## src/rtl/nearest_free_alloc_pkg.sv

```systemverilog
// Shared constants and types for the nearest-free entry allocator.
package nearest_free_alloc_pkg;

  localparam int DEFAULT_VECTOR_WIDTH = 32;

  // Response slot occupancy
  typedef enum logic {
    SLOT_EMPTY = 1'b0,
    SLOT_FULL  = 1'b1
  } slot_state_t;

endpackage

```

## src/rtl/nearest_index.sv

```systemverilog
// Combinational nearest-set-bit finder with modular distance around a target index.
// At equal distance the entry above the target (target+d) wins over target-d.
module nearest_index #(
  parameter int VECTOR_WIDTH = 32,
  parameter int INDEX_WIDTH  = $clog2(VECTOR_WIDTH)
) (
  input  logic [VECTOR_WIDTH-1:0] bit_vector,
  input  logic [INDEX_WIDTH-1:0]  target_index,
  output logic                    bit_present,
  output logic [INDEX_WIDTH-1:0]  found_index
);

  assign bit_present = |bit_vector;

  // Walk distances from farthest to nearest so the nearest hit is written last;
  // within one distance the minus side is written first so the plus side overrides it.
  always_comb begin
    logic [INDEX_WIDTH-1:0] w_up;
    logic [INDEX_WIDTH-1:0] w_dn;
    w_up        = '0;
    w_dn        = '0;
    found_index = '0;
    for (int d = VECTOR_WIDTH / 2; d >= 0; d--) begin
      w_up = target_index + INDEX_WIDTH'(d);
      w_dn = target_index - INDEX_WIDTH'(d);
      if (bit_vector[w_dn]) found_index = w_dn;
      if (bit_vector[w_up]) found_index = w_up;
    end
  end

endmodule

```

## src/rtl/nearest_free_alloc.sv

```systemverilog
// Entry allocator: hands out the free entry nearest a hint index through a
// one-deep registered response slot, and accepts returns of entries.
module nearest_free_alloc
  import nearest_free_alloc_pkg::*;
#(
  parameter int VECTOR_WIDTH = DEFAULT_VECTOR_WIDTH,
  parameter int INDEX_WIDTH  = $clog2(VECTOR_WIDTH)
) (
  input  logic                   CLK,
  input  logic                   RST,
  input  logic                   alloc_req_valid,
  input  logic [INDEX_WIDTH-1:0] alloc_req_target,
  output logic                   alloc_req_ready,
  output logic                   alloc_resp_valid,
  output logic [INDEX_WIDTH-1:0] alloc_resp_index,
  input  logic                   alloc_resp_ready,
  input  logic                   dealloc_valid,
  input  logic [INDEX_WIDTH-1:0] dealloc_index,
  output logic                   dealloc_error,
  output logic [INDEX_WIDTH:0]   free_count
);

  slot_state_t             r_slot_state;
  slot_state_t             w_slot_next;
  logic [VECTOR_WIDTH-1:0] r_free_vec;
  logic [VECTOR_WIDTH-1:0] w_free_next;
  logic [INDEX_WIDTH:0]    r_free_count;
  logic [INDEX_WIDTH:0]    w_count_next;
  logic [INDEX_WIDTH-1:0]  r_resp_index;
  logic [INDEX_WIDTH-1:0]  w_sel_index;
  logic                    r_dealloc_error;
  logic                    w_bit_present;
  logic                    w_accept;
  logic                    w_dealloc_hit_free;
  logic                    w_dealloc_ok;

  nearest_index #(
    .VECTOR_WIDTH (VECTOR_WIDTH),
    .INDEX_WIDTH  (INDEX_WIDTH)
  ) u_select (
    .bit_vector   (r_free_vec),
    .target_index (alloc_req_target),
    .bit_present  (w_bit_present),
    .found_index  (w_sel_index)
  );

  // Ready depends only on registered state and the consumer; returns become visible a cycle later.
  assign alloc_req_ready    = ((r_slot_state == SLOT_EMPTY) || alloc_resp_ready) && w_bit_present;
  assign w_accept           = alloc_req_valid && alloc_req_ready;
  assign w_dealloc_hit_free = dealloc_valid && r_free_vec[dealloc_index];
  assign w_dealloc_ok       = dealloc_valid && !r_free_vec[dealloc_index];

  // Slot next-state: load on accept, drain when the consumer takes it without a refill.
  always_comb begin
    w_slot_next = r_slot_state;
    case (r_slot_state)
      SLOT_EMPTY: if (w_accept) w_slot_next = SLOT_FULL;
      SLOT_FULL: begin
        if (w_accept)              w_slot_next = SLOT_FULL;
        else if (alloc_resp_ready) w_slot_next = SLOT_EMPTY;
      end
      default:                     w_slot_next = SLOT_EMPTY;
    endcase
  end

  // Free-vector update; a valid return never targets a free entry, so it cannot collide with the selection.
  always_comb begin
    w_free_next = r_free_vec;
    if (w_dealloc_ok) w_free_next[dealloc_index] = 1'b1;
    if (w_accept)     w_free_next[w_sel_index]   = 1'b0;
  end

  assign w_count_next = r_free_count
                      + {{INDEX_WIDTH{1'b0}}, w_dealloc_ok}
                      - {{INDEX_WIDTH{1'b0}}, w_accept};

  // State registers with synchronous reset that discards any in-flight or held allocation.
  always_ff @(posedge CLK) begin
    if (RST) begin
      r_slot_state    <= SLOT_EMPTY;
      r_free_vec      <= '1;
      r_free_count    <= (INDEX_WIDTH+1)'(VECTOR_WIDTH);
      r_resp_index    <= '0;
      r_dealloc_error <= 1'b0;
    end else begin
      r_slot_state    <= w_slot_next;
      r_free_vec      <= w_free_next;
      r_free_count    <= w_count_next;
      r_dealloc_error <= w_dealloc_hit_free;
      if (w_accept) r_resp_index <= w_sel_index;
    end
  end

  assign alloc_resp_valid = (r_slot_state == SLOT_FULL);
  assign alloc_resp_index = r_resp_index;
  assign dealloc_error    = r_dealloc_error;
  assign free_count       = r_free_count;

endmodule

```

## config.mk

```make
export PLATFORM = sky130hd
export DESIGN_NAME = nearest_free_alloc
export DESIGN_NICKNAME = d
export VERILOG_FILES = /design/src/rtl/nearest_free_alloc_pkg.sv /design/src/rtl/nearest_index.sv /design/src/rtl/nearest_free_alloc.sv
export SDC_FILE = /design/constraint.sdc
export NUM_CORES = 1
export LEC_CHECK = 0
export ABC_AREA = 1
export CAP_MARGIN = 10
export CORE_MARGIN = 3
export CORE_UTILIZATION = 50
export DETAILED_ROUTE_END_ITERATION = 7
export DONT_BUFFER_PORTS = 1
export PLACE_DENSITY = 0.72
export SETUP_SLACK_MARGIN = 0.05
export SYNTH_ARGS = -nofsm -noshare
export SYNTH_HDL_FRONTEND = slang
export SYNTH_SLANG_ARGS = --single-unit
export TNS_END_PERCENT = 5
```

## constraint.sdc

```tcl
create_clock -name CLK -period 11.1 [get_ports CLK]
set_input_delay 1.11 -clock CLK [delete_from_list [all_inputs] [get_ports CLK]]
set_output_delay 1.11 -clock CLK [all_outputs]
set_load 0.01 [all_outputs]
```

### Word level (Yosys, flattened, before mapping)

Index checks and enable logic that the tools add are counted.

| word-level totals | value |
|---|---|
| word-level logic and storage cells | 200 |
| output and inout port bits | 14 |
| bits in registers | 45 |

| cells by class | value |
|---|---|
| bitwise logic cells | 4 |
| magnitude comparators | 37 |
| reduce and logical (&&, ||, !) cells | 9 |
| add/sub/neg operators | 34 |
| mux-type cells | 111 |

Operators by type and width:

| kind | number |
|---|---|
| 5-bit by 6-bit less-than comparator with 1-bit output (second input constant) | 35 |
| 1-bit binary-select mux with 5-bit select | 34 |
| 5-bit two-way mux | 33 |
| 32-bit two-way mux | 2 |
| 5-bit by 4-bit adder with 5-bit output (second input constant) | 8 |
| 5-bit by 4-bit subtractor with 5-bit output (second input constant) | 8 |
| 1-bit two-way mux | 39 |
| 32-bit bitwise AND | 1 |
| 32-bit inverter | 1 |
| 32-bit OR | 1 |
| 32-bit OR reduction | 1 |
| 5-bit by 3-bit adder with 5-bit output (second input constant) | 4 |
| 5-bit by 3-bit subtractor with 5-bit output (second input constant) | 4 |
| 5-bit by 2-bit adder with 5-bit output (second input constant) | 2 |
| 1-bit demux with 5-bit select | 2 |
| 5-bit by 1-bit greater-or-equal comparator with 1-bit output (second input constant) | 2 |
| 5-bit by 2-bit subtractor with 5-bit output (second input constant) | 2 |
| 6-bit by 1-bit adder with 6-bit output | 1 |
| 1-bit logical AND | 6 |
| 6-bit by 1-bit subtractor with 6-bit output | 1 |
| 5-bit by 1-bit adder with 5-bit output (second input constant) | 1 |
| 5-bit adder (second input constant) | 1 |
| 5-bit by 1-bit subtractor with 5-bit output (second input constant) | 1 |
| 5-bit subtractor (second input constant) | 1 |
| 4 further kinds | 4 |

### Logic depth before layout (Yosys ltp)

Gate-level depths: netlist of run 1.

| depth | value |
|---|---|
| depth in word-level cells | 43 |
| mapped depth | 53 |
| depth with buffers taken out | 49 |

### Cells and area by module

From an unflattened synthesis of run 1, not the netlist that was laid out.

| second synthesis, totals | value |
|---|---|
| cells, all modules | 1300 |
| area total of the unflattened synthesis | 6849.1 µm² |

By module, submodules not included:

| module | seq. area each (µm²) | area an instance (µm²) | instances | cells each |
|---|---|---|---|---|
| nearest_index | 0.0 | 4026.4 | 1 | 827 |
| nearest_free_alloc | 900.9 | 2822.7 | 1 | 473 |

### Least setup slack after synthesis of run 1

OpenSTA, ideal clock, no wires.

| path | value |
|---|---|
| path type | input-to-reg |
| start point | input alloc_req_target[0] |
| end point | register r_free_vec[14] |
| stages on the path | 51 |
| setup time | 126 ps |
| data required time | 10974 ps |
| data arrival time | 4630 ps |
| path buffers | 5 |
| slack | 6344 ps |
| path through | buf_6 inv_4 buf_6 ha_1 buf_2 inv_1 buf_4 nand3_1 nand3_1 nand3_1 nand3_2 nand2_2 a21oi_1 nand2_1 nand2_1 nand2_1 nand2_1 nand2_1 [15 not listed] nand2_1 nand2_1 nand2_1 nand2_1 nand2_1 nand2_1 nand2_1 nand2_1 nand2_1 nand2_1 nand2_1 nand2_2 nand2_4 nand2_4 buf_6 nand4_1 nand2_1 nand2_1 |

| on the way | value |
|---|---|
| longest elaborated chain between the ends | 43 |
| elaborated cells on any way between the ends | 139 |
| classes of those cells | 32 x add/sub; 2 x order compare; 102 x mux; 2 x bitwise; 1 x reduce/logical |

Ends and longest elaborated chain:

| element | RTL line | RTL |
|---|---|---|
| from (decl) | nearest_free_alloc.sv:12 | `input logic [INDEX_WIDTH-1:0] alloc_req_target,` |
| 5-bit subtractor | nearest_index.sv:25 | `w_dn = target_index - INDEX_WIDTH'(d);` |
| 1-bit binary-select mux with 5-bit select | nearest_index.sv:26 | `if (bit_vector[w_dn]) found_index = w_dn;` |
| 1-bit two-way mux (implied by the code) | nearest_index.sv:26 |  |
| 5-bit two-way mux | nearest_index.sv:26 |  |
| 5-bit two-way mux | nearest_index.sv:27 | `if (bit_vector[w_up]) found_index = w_up;` |
| 5-bit two-way mux | nearest_index.sv:26 |  |
| 5-bit two-way mux | nearest_index.sv:27 |  |
| 5-bit two-way mux | nearest_index.sv:26 |  |
| [27 not listed] | n/a |  |
| 5-bit two-way mux (*) | nearest_index.sv:27 |  |
| 5-bit by 6-bit less-than comparator with 1-bit output (implied by the code) / 5-bit by 1-bit greater-or-equal comparator with 1-bit output (equally long branches) | nearest_free_alloc.sv:70 | `if (w_accept) w_free_next[w_sel_index] = 1'b0;` |
| 1-bit logical AND (implied by the code) | nearest_free_alloc.sv:70 |  |
| 1-bit two-way mux (implied by the code) | nearest_free_alloc.sv:70 |  |
| 1-bit demux with 5-bit select (*) | nearest_free_alloc.sv:70 |  |
| 32-bit inverter (no line) (*) | n/a |  |
| 32-bit bitwise AND (no line) (*) | n/a |  |
| 32-bit two-way mux (*) | nearest_free_alloc.sv:70 |  |
| to (signal assigned) | nearest_free_alloc.sv:87 | `r_free_vec <= w_free_next;` |
| to (decl) | nearest_free_alloc.sv:25 | `logic [VECTOR_WIDTH-1:0] r_free_vec;` |

Mark *: on every way between the ends. The rest lies on a longest branch, timed or not. The select of a mux whose other input is x is not followed.
A chain may end at the register's enable or synchronous reset.

### Worst setup path in the final report of run 1

| path | value |
|---|---|
| start point | input alloc_req_target[1] |
| end point | register r_free_vec[1] |

The elaborated chain is that of the path after synthesis.

==> results of run 1 <==
==> kinds of logic after synthesis <==
logic type / count (synthesis) / share of synthesized area
AO/OA/AOI/OAI: 186 / 0.1774
XOR/XNOR: 17 / 0.03266
adder cells (fa/ha/maj): 19 / 0.03833
buffers and inverters: 176 / 0.1244
flip-flops: 45 / 0.1408
AND/OR/NAND/NOR: 697 / 0.4864
==> registers in the layout (all words and copies together) (netlist names) <==
name	count
r_free_vec	32
free_count	6
alloc_resp_index	5
alloc_resp_valid	1
dealloc_error	1
==> layout make-up <==
type                    instances  area, sq um
clock buffers                   7        142.6
flip-flops and latches         45        900.9
well taps                     168        210.2
fillers                      1344         5764
multi-input cells             919         4703
inverters                     132        510.5
repair buffers                  3        30.03
==> worst reg2reg max path: cells and delay by family (launching register included) <==
family / cells / cell delay, ns
AND/OR/NAND/NOR: 39 / 3.20
flip-flops: 1 / 0.50
AO/OA/AOI/OAI: 1 / 0.19
buffers and inverters: 1 / 0.53
==> cell usage in the layout (no fill, tap or decap), types with 5 or more instances in the layout <==
cell type and n:
xor2_1 12, o221ai_1 8, nor2_1 44, a22oi_1 8, a31o_2 16, o21ai_1 24, nand3_1 199, o21ai_0 21
a21oi_1 73, a31oi_1 12, nand2_2 10, nand2_1 372, ha_1 18, nor4_1 9, dfxtp_1 45, nand3_2 5
inv_2 15, nand4_1 29, inv_1 113, clkbuf_16 5, nor3_1 10, o211ai_1 14
==> worst min path at each step <==
stage	endpoint	startpoint
3_3_place_gp	alloc_resp_valid	alloc_resp_valid
2_1_floorplan	alloc_resp_valid	alloc_resp_valid
6_report	alloc_resp_valid	alloc_resp_valid
3_5_place_dp	alloc_resp_valid	alloc_resp_valid
4_1_cts	alloc_resp_valid	alloc_resp_valid
5_1_grt	alloc_resp_valid	alloc_resp_valid
==> power by group <==
| group | switching (mW) | total, mW | internal, mW |
|---|---|---|---|
| clock | 0.0583 | 0.147 | 0.0884 |
| sequential | 0.0218 | 0.199 | 0.177 |
| combinational | 0.327 | 0.471 | 0.144 |
| total | 0.407 | 0.816 | 0.409 |
==> per-stage QoR <==
stage,power [mW],cells
2_1_floorplan,0.5701,1140
3_3_place_gp,0.6535,1266
3_5_place_dp,0.6579,1266
4_1_cts,0.8064,1273
5_1_grt,0.8871,1274
6_report,0.8163,1274
==> metal layers <==
metal  global-route usage  share of wire  vias to the layer above
met1               0.4061           0.41                     3432
met2               0.4956           0.44                      461
li1                     -              -                     3766
met3              0.03894          0.099                       78
met4               0.1470          0.050                        0
met5                    0              0                        -
==> results.py, run 1 <==
metrics = {
    "worst_setup_path": {
        "crit_type": "input pin to flop",
        "endpoint": "r_free_vec[1]",
        "slowest_delay_ns": 0.78,
        "reg2reg_from": "r_free_vec[14]",
        "ff2ff_path_depth": 41,
        "startpoint": "alloc_req_target[1]",
        "r2r_end": "r_free_vec[1]",
        "path_delay_family": "simple AND/OR/NAND/NOR gates",
        "worst-path-buf-inv": 3,
        "crit_required_ns": 11.26,
        "arrival_ns": 6.73,
        "start_kind": "input pin",
        "crit_top_cell": "nand2_1",
        "crit_cells": 44,
        "r2r_setup_slack_ns": 6.59,
        "critPathSlowestCell": "inv_1",
        "cp_max_fo": 32,
        "cp-end-kind": "flop",
    },
    "layout": {
        "nets": 1140,
        "diodes": 0,
        "area.growth.synth_to_final_pct": 1.565,
        "fin_area_sq_um": 6497,
        "drive_above_1_share": 0.07052,
        "final_util": 0.5299,
    },
    "logic_synthesis": {
        "yosysWarnings": 0,
        "synth_common_cells": "nand2_1 (372), nand3_1 (199), inv_1 (113)",
        "yosysTopAreaCell": "nand2_1",
        "synthCells": 1140,
        "syn_area_per_cell_sq_um": 5.612,
        "synthDistinctLibCells": 46,
        "ys_async_sr_fraction": 0,
        "synth_seq_area_share": 0.1408,
        "synth-edff-count": 0,
        "yosysTopAreaCellShare": 0.2183,
        "syn_nets": 1174,
        "synthesis.area_sq_um": 6397,
        "yosysMostFrequentCell": "nand2_1",
        "yosys-top-cells-area": "nand2_1 (22%), nand3_1 (16%), dfxtp_1 (14%), inv_1 (6.6%), a21oi_1 (5.7%)",
        "yosys_register_bits": 45,
        "ys.flop_type": "dfxtp_1",
    },
    "timing": {
        "finalClockSkew_ns": 0.004589,
        "rsz0062_at_grt": "false",
        "worstMarginPinSlew_ns": 0.9372,
        "period_share": 0.5914,
        "drv_slew": 0,
        "max_freq_ghz": 0.1523,
        "worst_slack_ns": 4.536,
        "setup_tns_ns": 0,
        "slew_headroom": 0.3745,
        "timing.hold.ws_ns": 0.5291,
        "hold_violations": 0,
        "fin_crit_ns": 6.564,
        "setup_violations": 0,
    },
    "cts": {
        "clock_path_buffers": 2,
        "hold_buffers": 0,
        "ctsResizeCount": 0,
        "cts.sinks": 45,
        "cts-htree-levels": 2,
        "clkLatencyLatePin_ns": 0.29,
        "post_cts_buffers": 0,
        "cts_buffers": 5,
        "cts.clk_slew.worst_paths_ns": 0.06,
        "cts_tree": "yes",
        "root_buffer": "clkbuf_16",
    },
    "hold_path": {
        "hold_depth": 2,
        "worst_hold_path_type": "flop to flop",
    },
    "drt": {
        "routed_via_density": 6.073,
        "post-route-drc-count": 0,
        "drt-total-wl_mm": 22.18,
        "wl_per_cell_microns": 17.41,
        "first_pass_iters": 6,
        "drtIter0Drc": 842,
        "antenna_left": 0,
        "num_vias": 7737,
    },
    "global_route": {
        "antenna_found_initial": 0,
        "grt_usage": 0.3076,
        "grt_pass1_vias": 7052,
        "grt_start_max_net_pins": 48,
        "grt_pass1_wl_mm": 35.74,
        "overflow": 0,
    },
    "placed_design": {
        "place_hpwl_mm": 16.87,
        "preCtsSetupSlack_ns": 4.394,
        "place_congestion": 1.045,
        "numPortBuffers": 0,
        "place_area_sq_um": 6340,
    },
    "floorplan": {
        "rows": 40,
        "start_util": 0.5217,
        "die_area_sq_um": 14190,
        "die_h_microns": 119.1,
        "die_w_microns": 119.1,
        "io_pins": 29,
        "core_sq_um": 12260,
    },
    "status": {
        "status": "completed",
    },
    "run": {
        "drv_cap": 0,
    },
    "power_and_ir_drop": {
        "powerDensity_nw_per_um2": 125.6,
        "leakagePower_nw": 3.396,
        "ir_drop_v": 0.0001642,
    },
}
Power figures use the tool's default switching activity.
==> run 2: changes to the inputs <==
--- a/config.mk
+++ b/config.mk
@@ -11,7 +11,7 @@
 export CORE_UTILIZATION = 50
 export DETAILED_ROUTE_END_ITERATION = 7
 export DONT_BUFFER_PORTS = 1
-export PLACE_DENSITY = 0.72
+export PLACE_DENSITY = 0.75
 export SETUP_SLACK_MARGIN = 0.05
 export SYNTH_ARGS = -nofsm -noshare
 export SYNTH_HDL_FRONTEND = slang
==> constraint.sdc (replaced) <==
create_clock -name CLK -period 5.9 [get_ports CLK]
set_input_delay 0.59 -clock CLK [delete_from_list [all_inputs] [get_ports CLK]]
set_output_delay 0.59 -clock CLK [all_outputs]
set_load 0.01 [all_outputs]
==> run 2 against run 1 <==
Non-clock buffer count up 6. First-iteration DRC count up 5.0%. Sequential cell count is the same. Sequential share of layout area down 0.18 points. Count of clock-buffer cells in the layout shrank 2. Clock skew decreased by 0.0018 ns. Combinational power increased by 88%. Critical path depth down 14. Via count shrank 0.19%. Highest routed layer unchanged.
==> results.py, run 2 (synthesis results as in run 1) <==
metrics = {
    "status": {
        "status": "completed",
    },
    "placed_design": {
        "place_hpwl_mm": 16.55,
        "place_congestion": 1.105,
        "numPortBuffers": 0,
    },
    "global_route": {
        "grt_pass1_wl_mm": 35.58,
        "grt_pass1_vias": 6847,
        "antenna_found_initial": 0,
        "grt_usage": 0.3072,
        "grt_start_max_net_pins": 48,
        "overflow": 0,
    },
    "drt": {
        "routed_via_density": 6.028,
        "post-route-drc-count": 0,
        "drt-total-wl_mm": 21.97,
        "num_vias": 7722,
        "first_pass_iters": 6,
        "wl_per_cell_microns": 17.15,
        "drtIter0Drc": 884,
        "antenna_left": 0,
    },
    "timing": {
        "worstMarginPinSlew_ns": 0.9740,
        "period_share": 0.8455,
        "max_freq_ghz": 0.2005,
        "rsz0062_at_grt": "false",
        "setup_violations": 0,
        "setup_tns_ns": 0,
        "slew_headroom": 0.3483,
        "timing.hold.ws_ns": 0.3580,
        "finalClockSkew_ns": 0.002741,
        "hold_violations": 0,
        "drv_slew": 0,
        "fin_crit_ns": 4.988,
    },
    "hold_path": {
        "worst_hold_path_type": "input pin to flop",
        "holdCritStartpoint": "RST",
        "hold_depth": 1,
        "whs_endpoint": "free_count[1]",
    },
    "floorplan": {
        "die_area_sq_um": 14190,
        "die_w_microns": 119.1,
        "start_util": 0.5217,
        "core_sq_um": 12260,
        "die_h_microns": 119.1,
        "rows": 40,
        "io_pins": 29,
    },
    "layout": {
        "largest_register_ff_count": 32,
        "final_cell_mix": "nand2_1 (372), nand3_1 (199), inv_1 (113), a21oi_1 (73), dfxtp_1 (45)",
        "drive_above_1_share": 0.07727,
        "layout_commonest_cell": "nand2_1",
        "largest_register": "r_free_vec",
        "diodes": 0,
        "nets": 1146,
        "area.growth.synth_to_final_pct": 2.895,
    },
    "worst_setup_path": {
        "arrival_ns": 5.16,
        "start_kind": "input pin",
        "crit_cells": 30,
        "critPathSlowestCell": "nor2_1",
        "cp_max_fo": 47,
        "r2r_setup_slack_ns": 1.81,
        "crit_required_ns": 6.07,
        "ff2ff_path_depth": 27,
        "worst-path-buf-inv": 4,
        "reg2reg_from": "r_free_vec[15]",
        "path_delay_family": "simple AND/OR/NAND/NOR gates",
        "cp-end-kind": "flop",
        "r2r_end": "r_free_vec[17]",
        "crit_type": "input pin to flop",
        "slowest_delay_ns": 0.55,
    },
    "cts": {
        "clkLatencyLatePin_ns": 0.29,
        "clock_path_buffers": 2,
        "cts_buffers": 5,
        "cts-htree-levels": 2,
        "hold_buffers": 0,
        "root_buffer": "clkbuf_16",
        "cts.clk_slew.worst_paths_ns": 0.06,
        "ctsResizeCount": 0,
        "cts.sinks": 45,
        "post_cts_buffers": 0,
        "cts_tree": "yes",
    },
    "power_and_ir_drop": {
        "finalPower_mw": 1.618,
        "powerDensity_nw_per_um2": 245.8,
        "leakagePower_nw": 3.446,
        "ir_drop_v": 0.0002831,
    },
    "run": {
        "drv_cap": 0,
    },
}
## run 2: worst max path at each step
stage | slack (ns) | end | from
2_1_floorplan | 1.66 | r_free_vec[14] | alloc_req_target[0]
3_3_place_gp | 0.83 | r_free_vec[18] | alloc_req_target[0]
3_5_place_dp | 0.80 | r_free_vec[1] | alloc_req_target[0]
4_1_cts | 1.11 | r_free_vec[1] | alloc_req_target[0]
5_1_grt | 0.41 | r_free_vec[17] | alloc_req_target[0]
6_report | 0.91 | r_free_vec[17] | alloc_req_target[0]
## run 2: metrics by stage
| step | instances | utilization | area [sq um] | setup slack [ns] |
|---|---|---|---|---|
| detailed placement | 1273 | 0.5213 | 6392 | 0.7965 |
| CTS | 1281 | 0.5368 | 6583 | 1.107 |
| finish | 1281 | 0.5368 | 6583 | 0.9116 |
| global placement | 1273 | 0.5213 | 6392 | 0.8296 |
| floorplan | 1140 | - | 6397 | 1.664 |
| global route | 1281 | 0.5368 | 6583 | 0.4132 |
## run 2: area by class of cell
cell class / instances / area [sq um]
Multi-Input combinational cell: 919 / 4703
Fill cell: 1311 / 5679
Timing Repair Buffer: 9 / 67.56
Clock inverter: 3 / 65.06
Inverter: 132 / 510.5
Clock buffer: 5 / 125.1
Tap cell: 168 / 210.2
Sequential cell: 45 / 900.9
## run 2: where the power goes
| part | internal, mW | switching (mW) |
|---|---|---|
| Sequential | 0.332 | 0.0413 |
| Clock | 0.242 | 0.117 |
| Combinational | 0.277 | 0.609 |
| Total | 0.851 | 0.767 |
## run 2: routing by layer
| metal | wire, microns | up-vias | share of wire | global-route usage |
|---|---|---|---|---|
| li1 | - | 3780 | - | - |
| met1 | 8661 | 3408 | 0.39 | 0.3973 |
| met2 | 9760 | 461 | 0.44 | 0.4843 |
| met3 | 2277 | 73 | 0.10 | 0.05318 |
| met4 | 1269 | 0 | 0.058 | 0.1680 |
| met5 | 0 | - | 0 | 0 |
